===== src/rtl/fetch_sequencer_pkg.sv =====
// Shared types and constants for the instruction fetch sequencer.
//   tFetchState : sequencer FSM states
//   tFetchEntry : one queued instruction word with the PC it was fetched from
//   cInstBytes  : PC increment per fetched word
package fetch_sequencer_pkg;

   typedef enum logic [1:0] {
      sIdle  = 2'd0,
      sFetch = 2'd1,
      sFlush = 2'd2
   } tFetchState;

   localparam int unsigned cInstBytes = 4;

   typedef struct packed {
      logic [31:0] inst;
      logic [31:0] pc;
   } tFetchEntry;

endpackage


===== src/rtl/fetch_sequencer_queue.sv =====
// Small synchronous FIFO used for the instruction queue and for the
// request-PC shadow queue of the fetch sequencer.
//   iClk, iRst  : clock, asynchronous active-low reset
//   iPush/iEntry: write one entry (caller never pushes when full)
//   iPop        : drop the head entry (caller never pops when empty)
//   iFlush      : empty the queue; wins over push/pop in the same cycle
//   oCount      : number of stored entries
//   oHead       : oldest stored entry
module fetch_sequencer_queue
   import fetch_sequencer_pkg::*;
#(
   parameter int  cDepth = 2,
   parameter type tEntry = tFetchEntry,
   localparam int cCntW  = $clog2(cDepth + 1)
) (
   input  logic             iClk,
   input  logic             iRst,
   input  logic             iPush,
   input  tEntry            iEntry,
   input  logic             iPop,
   input  logic             iFlush,
   output logic [cCntW-1:0] oCount,
   output tEntry            oHead
);

   localparam int cPtrW = (cDepth > 1) ? $clog2(cDepth) : 1;

   tEntry             mem_q [cDepth];
   logic [cPtrW-1:0]  wr_q, rd_q;
   logic [cCntW-1:0]  count_q;

   function automatic logic [cPtrW-1:0] ptr_inc(input logic [cPtrW-1:0] p);
      return (p == cPtrW'(cDepth - 1)) ? '0 : p + cPtrW'(1);
   endfunction

   always_ff @(posedge iClk or negedge iRst) begin
      if (!iRst) begin
         for (int i = 0; i < cDepth; i++) mem_q[i] <= '0;
         wr_q    <= '0;
         rd_q    <= '0;
         count_q <= '0;
      end else if (iFlush) begin
         wr_q    <= '0;
         rd_q    <= '0;
         count_q <= '0;
      end else begin
         if (iPush) begin
            mem_q[wr_q] <= iEntry;
            wr_q        <= ptr_inc(wr_q);
         end
         if (iPop) rd_q <= ptr_inc(rd_q);
         count_q <= count_q + cCntW'(iPush) - cCntW'(iPop);
      end
   end

   assign oCount = count_q;
   assign oHead  = mem_q[rd_q];

endmodule


===== src/rtl/fetch_sequencer.sv =====
// Instruction fetch sequencer: owns the PC, issues in-order word reads to
// instruction memory, queues returned words and hands them to the decoder.
//   iClk, iRst                 : clock, asynchronous active-low reset
//   oMemReq/oMemAddr/iMemGnt   : memory request port
//   iMemRdv/iMemRdata          : in-order memory responses
//   iRedirect/iRedirectPc      : control-flow change (highest priority)
//   iStall                     : decoder back-pressure
//   oInst/oInstPc/oInstDv      : instruction to the decoder
//
//   state  | meaning
//   sIdle  | just out of reset, no requests yet
//   sFetch | issuing requests while credit is available
//   sFlush | draining responses orphaned by a redirect, no requests
module fetch_sequencer
   import fetch_sequencer_pkg::*;
#(
   parameter logic [31:0] cResetPc = 32'h0000_0000,
   parameter int          cDepth   = 2
) (
   input  logic        iClk,
   input  logic        iRst,
   output logic        oMemReq,
   output logic [31:0] oMemAddr,
   input  logic        iMemGnt,
   input  logic        iMemRdv,
   input  logic [31:0] iMemRdata,
   input  logic        iRedirect,
   input  logic [31:0] iRedirectPc,
   input  logic        iStall,
   output logic [31:0] oInst,
   output logic [31:0] oInstPc,
   output logic        oInstDv
);

   localparam int              cCntW   = $clog2(cDepth + 1);
   localparam logic [cCntW:0]  cDepthW = (cCntW + 1)'(cDepth);

   tFetchState        state_q, state_d;
   logic [31:0]       pc_q, pc_d;
   logic [cCntW-1:0]  discard_q, discard_d;
   logic [cCntW-1:0]  inflight, count;
   logic [cCntW:0]    credit_used, owed;
   logic [31:0]       shadow_pc;
   tFetchEntry        head, push_entry;
   logic              mem_req, grant, pop_inst, rdv_tracked;

   // The shadow queue's occupancy is exactly the number of tracked requests
   // in flight: pushed on grant, popped on a tracked response, flushed on
   // redirect (orphaned responses are then counted by discard instead).
   fetch_sequencer_queue #(
      .cDepth (cDepth),
      .tEntry (logic [31:0])
   ) u_pc_shadow (
      .iClk   (iClk),
      .iRst   (iRst),
      .iPush  (grant),
      .iEntry (pc_q),
      .iPop   (rdv_tracked),
      .iFlush (iRedirect),
      .oCount (inflight),
      .oHead  (shadow_pc)
   );

   fetch_sequencer_queue #(
      .cDepth (cDepth),
      .tEntry (tFetchEntry)
   ) u_inst_queue (
      .iClk   (iClk),
      .iRst   (iRst),
      .iPush  (rdv_tracked),
      .iEntry (push_entry),
      .iPop   (pop_inst),
      .iFlush (iRedirect),
      .oCount (count),
      .oHead  (head)
   );

   always_comb begin
      pop_inst        = (count != '0) && !iStall;
      // The same-cycle pop frees a slot, so a zero-wait memory with a
      // single-cycle response keeps one fetch per cycle going.
      credit_used     = {1'b0, inflight} + {1'b0, count} - (cCntW + 1)'(pop_inst);
      owed            = {1'b0, discard_q} + {1'b0, inflight};
      rdv_tracked     = iMemRdv && !iRedirect && (discard_q == '0) && (inflight != '0);
      grant           = mem_req && iMemGnt;
      push_entry.inst = iMemRdata;
      push_entry.pc   = shadow_pc;

      discard_d = discard_q;
      if (iRedirect) begin
         // Everything still owed by memory becomes discard; a response
         // arriving in the redirect cycle is dropped and settles one of them.
         if (iMemRdv && (owed != '0)) discard_d = cCntW'(owed - (cCntW + 1)'(1));
         else                         discard_d = cCntW'(owed);
      end else if (iMemRdv && (discard_q != '0)) begin
         discard_d = discard_q - cCntW'(1);
      end

      pc_d = pc_q;
      if (iRedirect)  pc_d = {iRedirectPc[31:2], 2'b00};
      else if (grant) pc_d = pc_q + 32'(cInstBytes);
   end

   always_ff @(posedge iClk or negedge iRst) begin
      if (!iRst) begin
         pc_q      <= cResetPc;
         discard_q <= '0;
      end else begin
         pc_q      <= pc_d;
         discard_q <= discard_d;
      end
   end

   // FSM: state register
   always_ff @(posedge iClk or negedge iRst) begin
      if (!iRst) state_q <= sIdle;
      else       state_q <= state_d;
   end

   // FSM: next state
   always_comb begin
      state_d = state_q;
      if (iRedirect) begin
         state_d = (discard_d != '0) ? sFlush : sFetch;
      end else begin
         case (state_q)
            sIdle:   state_d = sFetch;
            sFetch:  state_d = sFetch;
            sFlush:  state_d = (discard_d == '0) ? sFetch : sFlush;
            default: state_d = sIdle;
         endcase
      end
   end

   // FSM: outputs
   always_comb begin
      mem_req  = (state_q == sFetch) && !iRedirect && (credit_used < cDepthW);
      oMemReq  = mem_req;
      oMemAddr = pc_q;
      oInstDv  = (count != '0);
      oInst    = head.inst;
      oInstPc  = head.pc;
   end

   a_inflight_bound: assert property (@(posedge iClk) disable iff (!iRst)
      inflight <= cCntW'(cDepth));
   a_count_bound: assert property (@(posedge iClk) disable iff (!iRst)
      count <= cCntW'(cDepth));
   a_discard_bound: assert property (@(posedge iClk) disable iff (!iRst)
      discard_q <= cCntW'(cDepth));
   a_unexpected_rdv: assert property (@(posedge iClk) disable iff (!iRst)
      iMemRdv |-> ((inflight != '0) || (discard_q != '0)));

endmodule


===== config.mk =====
export PLATFORM = sky130hd
export DESIGN_NAME = fetch_sequencer
export DESIGN_NICKNAME = d
export VERILOG_FILES = /design/src/rtl/fetch_sequencer_pkg.sv /design/src/rtl/fetch_sequencer_queue.sv /design/src/rtl/fetch_sequencer.sv
export SDC_FILE = /design/constraint.sdc
export NUM_CORES = 1
export LEC_CHECK = 0
export ABC_CLOCK_PERIOD_IN_PS = 3450
export CAP_MARGIN = 0
export CORE_ASPECT_RATIO = 1.75
export CORE_UTILIZATION = 35
export DETAILED_ROUTE_END_ITERATION = 16
export REMOVE_ABC_BUFFERS = 1
export SLEW_MARGIN = 20
export SYNTH_ARGS = -nofsm -noshare
export SYNTH_HDL_FRONTEND = slang
export SYNTH_SLANG_ARGS = --single-unit

===== constraint.sdc =====
create_clock -name iClk -period 3.45 [get_ports iClk]
set_input_delay 0.5175 -clock iClk [delete_from_list [all_inputs] [get_ports iClk]]
set_output_delay 0.5175 -clock iClk [all_outputs]
set_load 0.05 [all_outputs]

# --- After elaboration in Yosys (flattened, before gate mapping) ---
# Index checks and enable logic that the tools add are counted.
totals:
  elab_cells: 105
  ff_bits: 236
  output_inout_bits: 98
  in_bits: 70
op_classes:
  eq_ne: 2
  addsub: 14
  magnitude_cmp: 7
  reduce_logical: 27
  bitwise_logic: 5
  muxes: 35
ops:
  columns: ["operator", "n"]
  rows:
  - ["2-to-1 mux 64 bit", 4]
  - ["2-to-1 mux 32 bit", 6]
  - ["bitwise mux 128 bit", 1]
  - ["bitwise mux 64 bit", 1]
  - ["demux 64 bit (select 1 bit)", 1]
  - ["adder 32 x 3 -> 32 bit, second input constant", 1]
  - ["demux 32 bit (select 1 bit)", 1]
  - ["2-to-1 mux 2 bit", 8]
  - ["nonzero test 2 bit", 7]
  - ["2-to-1 mux 1 bit", 12]
  - ["logical AND 1 bit", 11]
  - [">= comparator 2 bit, second input constant", 4]
  - ["NOT 1 -> 2 bit", 4]
  - ["adder 2 x 2 -> 3 bit", 2]
  - ["zero test 2 bit", 3]
  - ["adder 1 bit, second input constant", 4]
  - ["adder 2 x 1 -> 2 bit", 2]
  - ["< comparator 2 x 1 -> 1 bit, second input constant", 2]
  - ["one-hot mux 2 bit (2 select lines)", 1]
  - ["AND reduction 2 bit", 2]
  - ["subtractor 2 x 1 -> 2 bit", 2]
  - ["subtractor 2 x 1 -> 2 bit, second input constant", 2]
  - ["< comparator 3 x 2 -> 1 bit, second input constant", 1]
  - ["nonzero test 3 bit", 1]
  - ["6 further kinds", 7]

# --- Logic depth before layout (Yosys ltp) ---
# Gate-level depths: netlist (run 1).
depth:
  ltp_word: 9
  mapped_depth: 14
  ltp_nobuf: 13

# --- Hierarchy ---
# A second synthesis (run 1) with hierarchy kept.
hier_totals:
  cells_unflattened: 823
  area_unflattened_um2: 11421.0
modules_own_cells:
  columns: ["module", "cells_each", "n_inst", "area_each_um2", "seq_area_each_um2"]
  rows:
  - ["fetch_sequencer_queue (u_inst_queue)", 358, 1, 6048.3, 3303.2]
  - ["fetch_sequencer_queue (u_pc_shadow)", 187, 1, 2999.1, 1701.6]
  - ["fetch_sequencer", 278, 1, 2373.5, 850.8]

# --- Worst setup path before layout (run 1) ---
# No wires, ideal clock.
synth_path:
  kind: "input-to-reg"
  from: "input iStall"
  to: "register u_pc_shadow.mem_q[59] (netlist bit)"
  setup_ns: 0.125
  setup_slack_ns: 0.527
  path_stages: 12
  t_required_ns: 3.325
  arrival_time_ns: 2.798
  path_buffers: 2
  path_cell_list: "a21oi_1 ha_1 inv_1 nand2_1 fa_1 and2_1 nand4_1 inv_1 nand2b_1 clkbuf_1 clkbuf_1 mux2_2"
synth_between:
  elab_chain_cells: 7
synth_lines:
  columns: ["element", "line", "rtl"]
  rows:
  - ["start: declaration", "fetch_sequencer.sv:29", "input logic iStall,"]
  - ["zero test 1 bit", "fetch_sequencer.sv:79", "pop_inst = (count != '0) && !iStall;"]
  - ["logical AND 1 bit", "fetch_sequencer.sv:79", null]
  - ["subtractor 3 x 1 -> 3 bit", "fetch_sequencer.sv:82", "credit_used = {1'b0, inflight} + {1'b0, count} - (cCntW + 1)'(pop_inst);"]
  - ["< comparator 3 x 2 -> 1 bit", "fetch_sequencer.sv:137", "mem_req = (state_q == sFetch) && !iRedirect && (credit_used < cDepthW);"]
  - ["logical AND 1 bit", "fetch_sequencer.sv:137", null]
  - ["logical AND 1 bit", "fetch_sequencer.sv:85", "grant = mem_req && iMemGnt;"]
  - ["AND reduction 2 bit (no line)", null, null]
  - ["end signal: indexed assignment", "fetch_sequencer_queue.sv:48", "mem_q[wr_q] <= iEntry;"]
  - ["end: declaration", "fetch_sequencer_queue.sv:28", "tEntry mem_q [cDepth];"]
# Every way passes these cells.
# A chain may end at the register's enable or synchronous reset.

# --- Worst setup path after layout (run 1) ---
layout_path:
  from: "register u_inst_queue.rd_q"
  to: "output oInstPc[3]"
layout_between:
  elab_chain_cells: 4
layout_lines:
  columns: ["element", "line", "rtl"]
  rows:
  - ["start: declaration", "fetch_sequencer_queue.sv:29", "logic [cPtrW-1:0] wr_q, rd_q;"]
  - ["start signal: assignment", "fetch_sequencer_queue.sv:51", "if (iPop) rd_q <= ptr_inc(rd_q);"]
  - ["NOT 1 -> 2 bit (not written as such)", "fetch_sequencer_queue.sv:57", "assign oHead = mem_q[rd_q];"]
  - ["2-to-1 mux 64 bit (not written as such) (3 in series)", "fetch_sequencer_queue.sv:57", null]
  - ["end: declaration", "fetch_sequencer.sv:31", "output logic [31:0] oInstPc,"]
# Every way passes these cells. The select of a mux whose other input is x is not followed.

==> impl_metrics.toml, run 1 <==
[drt]
maxUsedRoutingLayer = "met4"
wire_per_inst_um = 17.8
wl_met2_um = 13600
met1_length_um = 9890
vias = 6969
routed_wirelength_um = 25100
route.detailed.drc = 0
drt_iter0_markers = 267
route.met3.wl_um = 873
dr.pass1.iters = 4
via_per_inst = 4.95
drtAntennaViolNets = 0

[synth]
synth_mux_area_share_pct = 23.1
synthAdderAreaFrac_pct = 1.48
synth_ff_type = "dfrtp_1"
synth_xor_area_share_pct = 2.56
synth_top_family_by_area = "multiplexers"
ys_seq_elements = 226
async_reset_ff_share_pct = 100
yosysUniqueCellTypes = 47
synthSimpleGateAreaFrac_pct = 8.77
syn_inst = 854
synth.yosys.seq_area_share_pct = 55.0
synth_area_per_cell_um2 = 12.0
synth_compound_area_share_pct = 6.06
netlist_area_um2 = 10300
synth_edf_count = 0
yosys_warnings = 0

[floorplanning]
dieArea_um2 = 30100
io_pins = 168
initial_core_util_pct = 35.8
die_w_um = 132
die_y_um = 229
coreArea_um2 = 28700
fp-row-count = 82

[layout]
antenna_cells = 0
syn_to_final_growth_pct = 28.7
drive_gt1_share_pct = 24.9
final_cells = 1409
layout_commonest_cell = "dfrtp_1"
nNetsFinal = 1097
final_cell_mix = "dfrtp_1 (224), mux2_2 (182), clkdlybuf4s50_1 (158)"
num-fill-cells = 2706

[grt]
grt_use_total_pct = 17.1
grt_pass1_wl_um = 40400
antenna_found_initial = 0
grt_max_degree = 103
grt_pass1_vias = 7400
overflow = 0

[sta]
hold_viol = 0
fin_ws_ps = 247
finalSetupViolCount = 0
clock.fmax_mhz = 312
period_share_pct = 92.8
worst_pin_slew_ps = 837
maxSlewHeadroom_pct = 44.2
skew_ps = 17.2
rsz0062_at_grt = "false"
min_period_ps = 3200
tns_ps = 0
report.final.slew_viol_count = 0

[cts]
cts_buffer_depth = 3
cts_hold_buffers = 0
ctsResizeCount = 0
htree_levels = 1
path_clk_slew_ps = 60
clk_latency_ps = 510
cts_root_buf = "clkbuf_16"
cts_buffers = 23
tritoncts = "yes"
postCtsSetupRepairBufs = 0
cts_sinks = 226

[outcome]
status = "complete, no violations"

[worst_hold_path]
worstHoldPathType = "input port to async pin"

[setup_path]
crit_type = "flop to output pin"
path_buf_inv = 2
cp_max_fo = 31
reg2reg_depth = 12
cp_slowest_cell = "dfrtp_4"
crit_arrival_ps = 2690
critPathLaunchType = "flop"
crit_family = "buffers and inverters"
slowest_delay_ps = 750
critical_path_depth = 3
end_kind = "output pin"
crit_required_ps = 2930
cp_cell_sequence = "buf_4, mux2_2, clkdlybuf4s50_1"

[power_and_ir_drop]
p_sw_mw = 4.09
switching_share_pct = 38.3
p_leak_nw = 5.93
ir_drop_v = 0.000326
intPower_mw = 6.61
power.total_mw = 10.7
p_seq_share_pct = 35.6
clockPowerShare_pct = 22.9
power_density_nw_per_um2 = 809
power_frac_comb_pct = 41.5

[placement]
gp_congestion = 0.742
dp_cells = 1369
numPortBuffers = 161
hpwl_um = 17200
pre_cts_ws_ps = 98.5

[run]
drv_cap = 0
synthesized netlist by cell type, drive strengths merged (2+ instances only):
cell	count	area, um2
o221ai	5	43.8
clkbuf	18	67.6
dfrtp	226	5660
and3	6	37.5
nor2	79	297
nor4	3	33.8
o21ai	24	120
o22ai	2	12.5
fa	2	40.0
nand3	13	70.1
o211ai	2	15.0
buf	37	179
inv	15	56.3
nand2b	4	25.0
nor3	6	30.0
nand2	47	176
mux2	182	2050
nor3b	3	22.5
nand4	17	121
a31oi	3	18.8
mux2i	33	330
and4	3	26.3
and2	2	12.5
xnor2	11	96.3
or3	3	18.8
nor2b	2	12.5
a21oi	65	325
xor2	19	166
ha	9	113
per-layer routing:
| metal | GRT usage (%) | vias up |
|---|---|---|
| li1 | - | 3324 |
| met1 | 19.7 | 3468 |
| met2 | 32.0 | 142 |
| met3 | 1.86 | 35 |
| met4 | 6.50 | 0 |
| met5 | 0 | - |
logic make-up (layout without fill, tap and decap cells):
family                     count (synthesis)  count (layout)
AOI/OAI and AO/OA                        111             111
xor gates and xnor gates                  30              30
buffers and inverters                     70             244
adders and majority gates                 11              11
other                                      1               4
and+or+nand+nor                          190             190
DFF                                      226             226
muxes                                    215             215
per-stage QoR:
step,util [%],cell area (um2),hold slack (ps)
floorplan,-,10000,222
global placement,43.5,12500,459
detailed placement,43.5,12500,472
CTS,46.1,13200,97.6
global route,46.1,13200,116
finish,46.1,13200,34.8
state kept, by name, summed over array words and instances (netlist names), 2 cells and up:
register and cells:
oMemAddr 30, u_pc_shadow.mem_q 60, u_inst_queue.oCount 2, u_inst_queue.mem_q 124, discard_q 2, u_pc_shadow.oCount 2, state_q 2
area by class of cell:
class                      count  area [um2]  share of cell area [%]
sequential                   226        5660                    42.8
multi-input combinational    561        4350                    32.8
timing repair buffer         189        1960                    14.8
clock buffer                  33         673                    5.09
tap                          378         473                    3.57
clock inverter                 7        66.3                   0.501
inverter                      15        56.3                   0.426
power groups by stage:
stage | Combinational (mW) | Sequential (mW) | Clock, mW
3_3_place_gp | 4.45 | 3.83 | 0
6_report | 4.44 | 3.81 | 2.45
3_5_place_dp | 4.49 | 3.87 | 0
2_1_floorplan | 2.92 | 3.90 | 0
5_1_grt | 4.72 | 3.91 | 2.63
4_1_cts | 4.51 | 3.82 | 2.53
final timing paths:
path / from / endpoint / slack, ps
worst max-delay path: u_inst_queue.rd_q$_DFFE_PN0P_ / oInstPc[3] / 250
worst min-delay path: iRst / u_inst_queue.mem_q[73]$_DFFE_PN0P_ / 30
worst max register to register: u_inst_queue.oCount[1]$_DFF_PN0_ / u_pc_shadow.mem_q[18]$_DFFE_PN0P_ / 580
max in group asynchronous: iRst / oMemAddr[27]$_DFFE_PN0P_ / 2550
min in group iClk: u_pc_shadow.mem_q[49]$_DFFE_PN0P_ / u_pc_shadow.mem_q[49]$_DFFE_PN0P_ / 480
worst min register to register: u_pc_shadow.mem_q[49]$_DFFE_PN0P_ / u_pc_shadow.mem_q[49]$_DFFE_PN0P_ / 480
No activity file was read; power rests on OpenSTA's default activity.
==> inputs of run 2 (changes only) <==
ABC_AREA = 1   (was not set)
==> run 2 against run 1 <==
Net effect: maximum frequency decreased by 0.31%; highest routed layer unchanged; core utilization decreased by 1.4 points; synthesized cell count increased by 68%; die area increased by 5.5%; sequential power increased by 5%; clock power increased by 8%; non-clock buffer count decreased by 8; first-iteration DRC count increased by 93%; cell count increased by 41%; sequential share of layout area decreased by 1.4 points; critical path depth increased by 8.
==> impl_metrics.toml, run 2 <==
[power_and_ir_drop]
p_leak_nw = 6.80
ir_drop_v = 0.000421
power.total_mw = 12.1
power_density_nw_per_um2 = 888

[drt]
routed_wirelength_um = 27700
via_per_inst = 4.64
drt_iter0_markers = 514
wire_per_inst_um = 14.0
dr.pass1.iters = 5
route.detailed.drc = 0
vias = 9196
drtAntennaViolNets = 0

[placement]
pre_cts_ws_ps = 124
place_area_um2 = 12900
gp_congestion = 0.866
dp_cells = 1939
numPortBuffers = 161
hpwl_um = 19300

[sta]
report.final.slew_viol_count = 0
tns_ps = 0
maxSlewHeadroom_pct = 56.7
finalSetupViolCount = 0
skew_ps = 22.5
fin_ws_ps = 237
rsz0062_at_grt = "false"
min_period_ps = 3210
hold_viol = 0
worst_pin_slew_ps = 650
clock.fmax_mhz = 311
fin_hold_ws_ps = 471
period_share_pct = 93.1

[synth]
yosysUniqueCellTypes = 29
netlist_area_um2 = 10900
synth_common_cells = "nand2_1 (633), dfrtp_1 (226), inv_1 (145)"
synth_compound_area_share_pct = 10.5
synth.top_cell.area_share_pct = 52.1
ys_seq_elements = 226
synth.yosys.seq_area_share_pct = 52.1
syn_inst = 1436
synth_edf_count = 0
synth_top_area_cell = "dfrtp_1"
synth.area.top_cells = "dfrtp_1 (52%), nand2_1 (22%), o21ai_0 (5.5%)"
synth_ff_type = "dfrtp_1"
synth_top_family_by_area = "simple AND/OR/NAND/NOR gates"
yosysMostFrequentCell = "nand2_1"
async_reset_ff_share_pct = 100
yosys_warnings = 0
synth_area_per_cell_um2 = 7.56
synthSimpleGateAreaFrac_pct = 26.6
synth_xor_area_share_pct = 1.05
synthAdderAreaFrac_pct = 1.41
synth_mux_area_share_pct = 0

[setup_path]
path_buf_inv = 4
slowest_delay_ps = 550
crit_arrival_ps = 2700
cp_cell_sequence = "inv_1, a21oi_1, ha_1, inv_1, nand2_1, fa_1, nand2_1, nor2_2, nand2_1, inv_1, buf_12"
crit_required_ps = 2930
end_kind = "output pin"
cp_max_fo = 3
critPathLaunchType = "flop"
crit_type = "flop to output pin"
cp_slowest_cell = "fa_1"
crit_family = "adder cells"

[cts]
cts_root_buf = "clkbuf_16"
postCtsSetupRepairBufs = 0
tritoncts = "yes"
path_clk_slew_ps = 60
cts_hold_buffers = 1
cts_buffers = 23
htree_levels = 1
cts_sinks = 226
ctsResizeCount = 0
clk_latency_ps = 530
cts_buffer_depth = 3

[layout]
layout_commonest_cell = "nand2_1"
largest_reg_flops = 124
drive_gt1_share_pct = 5.73
antenna_cells = 0
final_cell_mix = "nand2_1 (633), dfrtp_1 (225), clkdlybuf4s50_1 (145)"
top_register = "u_inst_queue.mem_q"
final_util_pct = 44.6
nNetsFinal = 1655
seqCellArea_um2 = 5660
num-fill-cells = 3097
final_cell_area_um2 = 13700
final_cells = 1980
syn_to_final_growth_pct = 26.0
multi_input_area_um2 = 4310

[floorplanning]
initial_core_util_pct = 35.4
coreArea_um2 = 30600
dieArea_um2 = 31700
die_y_um = 235
io_pins = 168
fp-row-count = 85
die_w_um = 135

[worst_hold_path]
worstHoldPathType = "flop to flop"

[grt]
antenna_found_initial = 0
grt_pass1_vias = 9054
overflow = 0
grt_use_total_pct = 18.1
grt_pass1_wl_um = 45800
grt_max_degree = 78

[run]
drv_cap = 0

[outcome]
status = "complete, no violations"
run 2: cell count changes in the layout (fill, tap and decap cells not counted), sizes merged, moves of 6 or more:
cell	delta
nand2	+591
o21ai	+187
mux2	-182
inv	+136
a21oi	-59
mux2i	-33
nand3	+31
nor2	-29
nand4	-17
clkdlybuf4s50	-13
xor2	-9
xnor2	-8
and3	-6
run 2: report_power, final:
part / switching (mW) / total [mW] / leakage, nW / internal [mW]
sequential: 0.499 / 3.99 / 2.91 / 3.49
clock: 1.06 / 2.64 / 0.383 / 1.59
combinational: 3.73 / 5.51 / 3.51 / 1.78
total: 5.28 / 12.1 / 6.80 / 6.86
run 2: final cells by class:
cell class	count	share of cell area, %
clock inverter	10	1.16
multi-input combinational	991	31.5
sequential	226	41.4
tap	391	3.58
clock buffer	30	4.62
inverter	151	4.15
timing repair buffer	181	13.6
run 2: cells by family after synthesis:
| kind of cell | count (synthesis) |
|---|---|
| AOI/OAI and AO/OA | 224 |
| xor gates and xnor gates | 13 |
| adders and majority gates | 11 |
| buffers and inverters | 222 |
| DFF | 226 |
| other | 1 |
| and+or+nand+nor | 739 |
run 2: per-layer routing:
metal,track usage [%],vias to the layer above,share of wire [%]
met1,21.4,4247,40
met3,2.11,38,4.4
met5,0,-,0
met4,6.13,0,2.7
met2,33.2,224,52
li1,-,4687,-
run 2: final timing paths:
kind / start / endpoint / slack (ps) / cells after the start
max in group asynchronous: iRst / u_pc_shadow.mem_q[62]$_DFFE_PN0P_ / 2090 / 3
max: u_inst_queue.oCount[1]$_DFF_PN0_ / oMemReq / 240 / 11
min in group asynchronous: iRst / u_inst_queue.mem_q[44]$_DFFE_PN0P_ / 500 / 2
max reg2reg: u_inst_queue.oCount[1]$_DFF_PN0_ / u_pc_shadow.mem_q[54]$_DFFE_PN0P_ / 600 / 14
min reg2reg: u_inst_queue.mem_q[14]$_DFFE_PN0P_ / u_inst_queue.mem_q[14]$_DFFE_PN0P_ / 470 / 2
min: u_inst_queue.mem_q[14]$_DFFE_PN0P_ / u_inst_queue.mem_q[14]$_DFFE_PN0P_ / 470 / 2
run 2: worst reg2reg max path: cells and delay by family (launching register included):
| family | cells | cell delay [ps] |
|---|---|---|
| adders and majority gates | 2 | 830 |
| AOI/OAI and AO/OA | 2 | 300 |
| DFF | 1 | 360 |
| buffers and inverters | 4 | 620 |
| and+or+nand+nor | 6 | 600 |
==> inputs of run 3 (changes only) <==
DONT_BUFFER_PORTS = 1   (was not set)
SLEW_MARGIN = not set   (was 20)
==> run 3 against run 2 <==
Net effect: the run now ends with negative hold slack left; core utilization down 4.7 points; combinational power down 18%; register-to-register slack better by 30 ps; critical path type unchanged; design area shrank 10%; critical path depth is 1 lower; first-iteration DRC count grew 11%; total power is 5.0% lower; non-clock buffer count down 137; largest cell class unchanged; maximum frequency is 0.54% lower; sequential cell count unchanged; global-route usage shrank 0.69 points; sequential share of layout area increased by 4.8 points.
==> impl_metrics.toml, run 3 (same netlist as run 2, synthesis figures left out) <==
[setup_path]
cp_cell_sequence = "inv_1, a21oi_1, ha_1, inv_1, nand2_1, fa_1, nand2_1, nor2_2, nand2_1, inv_1"
cp_slowest_cell = "fa_1"
slowest_delay_ps = 510
crit_arrival_ps = 2710
crit_required_ps = 2930
path_buf_inv = 3
cp_max_fo = 3
critPathLaunchType = "flop"
crit_family = "adder cells"
end_kind = "output pin"
crit_type = "flop to output pin"

[floorplanning]
die_y_um = 235
die_w_um = 135
fp-row-count = 85
dieArea_um2 = 31700
coreArea_um2 = 30600
io_pins = 168
initial_core_util_pct = 35.4

[cts]
cts_sinks = 226
path_clk_slew_ps = 70
cts_root_buf = "clkbuf_16"
cts_buffers = 23
ctsResizeCount = 0
clk_latency_ps = 530
htree_levels = 1
cts_buffer_depth = 3
tritoncts = "yes"
postCtsSetupRepairBufs = 0

[outcome]
status = "complete, but fails checks"
violations = "negative hold slack"

[layout]
num-fill-cells = 3207
nNetsFinal = 1518
layout_commonest_cell = "nand2_1"
top_register = "u_inst_queue.mem_q"
largest_reg_flops = 124
syn_to_final_growth_pct = 12.9
drive_gt1_share_pct = 7.08
antenna_cells = 0
final_cells = 1845
final_cell_mix = "nand2_1 (633), dfrtp_1 (225), inv_1 (145)"

[drt]
drtAntennaViolNets = 0
routed_wirelength_um = 27200
wire_per_inst_um = 14.7
route.detailed.drc = 0
vias = 8827
via_per_inst = 4.78
drt_iter0_markers = 570
dr.pass1.iters = 5

[placement]
hpwl_um = 18300
dp_cells = 1803
numPortBuffers = 0
gp_congestion = 0.885

[power_and_ir_drop]
ir_drop_v = 0.000609
power_density_nw_per_um2 = 942
p_leak_nw = 6.28

[sta]
report.final.slew_viol_count = 0
finalSetupViolCount = 0
hold_viol = 226
period_share_pct = 93.6
skew_ps = 12.4
clock.fmax_mhz = 310
min_period_ps = 3230
worst_pin_slew_ps = 1150
maxSlewHeadroom_pct = 23.1
fin_hold_ws_ps = -306
rsz0062_at_grt = "false"
tns_ps = 0

[grt]
grt_pass1_wl_um = 43800
antenna_found_initial = 0
grt_pass1_vias = 8385
grt_max_degree = 227
grt_use_total_pct = 17.4
overflow = 0

[run]
drv_cap = 0

[worst_hold_path]
worstHoldPathType = "input port to async pin"
-- run 3: changes by cell type in the layout (fill, tap and decap cells not counted), sizes merged, moves of 2 or more --
cell / change
clkdlybuf4s50: -145
buf: +9
clkinv: +5
bufinv: +2
clkbuf: -4
clkinvlp: -2
-- run 3: report_power, final --
part | total [mW] | leakage, nW | internal (mW) | switching, mW
Clock | 2.80 | 0.419 | 1.71 | 1.09
Sequential | 4.21 | 2.91 | 3.48 | 0.723
Combinational | 4.53 | 2.95 | 1.15 | 3.38
Total | 11.5 | 6.28 | 6.34 | 5.20
-- run 3: path summary, 6_finish.rpt --
check	to	slack, ps	from	depth (start not counted)
setup / recovery	oMemReq	220	u_inst_queue.oCount[1]$_DFF_PN0_	10
hold / removal	u_inst_queue.mem_q[40]$_DFFE_PN0P_	-310	iRst	0
setup reg to reg	u_pc_shadow.oCount[1]$_DFF_PN0_	630	u_inst_queue.oCount[1]$_DFF_PN0_	14
hold reg to reg	u_inst_queue.mem_q[12]$_DFFE_PN0P_	470	u_inst_queue.mem_q[12]$_DFFE_PN0P_	2
max in group asynchronous	u_inst_queue.rd_q$_DFFE_PN0P_	3360	iRst	0
min in group iClk	u_pc_shadow.oCount[0]$_DFF_PN0_	70	iRedirect	1
-- run 3: worst reg2reg max path, stage by stage (launching register included) --
cell and delay [ps]:
dfrtp_1 360, inv_1 80, a21oi_1 230, ha_1 270
inv_1 80, nand2_1 60, fa_1 510, nand2_1 70
nor2_2 120, nand3_1 140, inv_2 140, buf_4 210
ha_1 190, xor2_1 170, nor2_1 70
-- run 3: metal layers --
layer | wire length (um) | share of wire, % | global-route usage [%] | vias up
met5 | 0 | 0 | 0 | -
met4 | 718 | 2.6 | 6.37 | 0
met3 | 1360 | 5.0 | 3.30 | 40
met2 | 14200 | 52 | 31.5 | 206
met1 | 10900 | 40 | 20.0 | 4147
li1 | - | - | - | 4434
-- run 3: area by class of cell --
| type | count | area, um2 | area share, % |
|---|---|---|---|
| Clock buffer | 26 | 597 | 4.87 |
| Clock inverter | 16 | 245 | 2.00 |
| Inverter | 151 | 567 | 4.63 |
| Multi-Input combinational cell | 991 | 4310 | 35.2 |
| Sequential cell | 226 | 5660 | 46.2 |
| Tap cell | 391 | 489 | 4.00 |
| Timing Repair Buffer | 44 | 380 | 3.11 |
-- run 3: stage by stage --
| step | setup slack (ps) | total power, mW | util [%] | instance area (um2) | hold WS, ps |
|---|---|---|---|---|---|
| after floorplan | 90.2 | 7.63 | - | 10500 | 222 |
| after global placement | 654 | 8.73 | 37.2 | 11400 | 226 |
| after detailed placement | 618 | 8.84 | 37.2 | 11400 | 225 |
| after CTS | 177 | 11.7 | 40.0 | 12200 | -342 |
| after global routing | 12.6 | 12.3 | 40.0 | 12200 | -342 |
| final | 220 | 11.5 | 40.0 | 12200 | -306 |
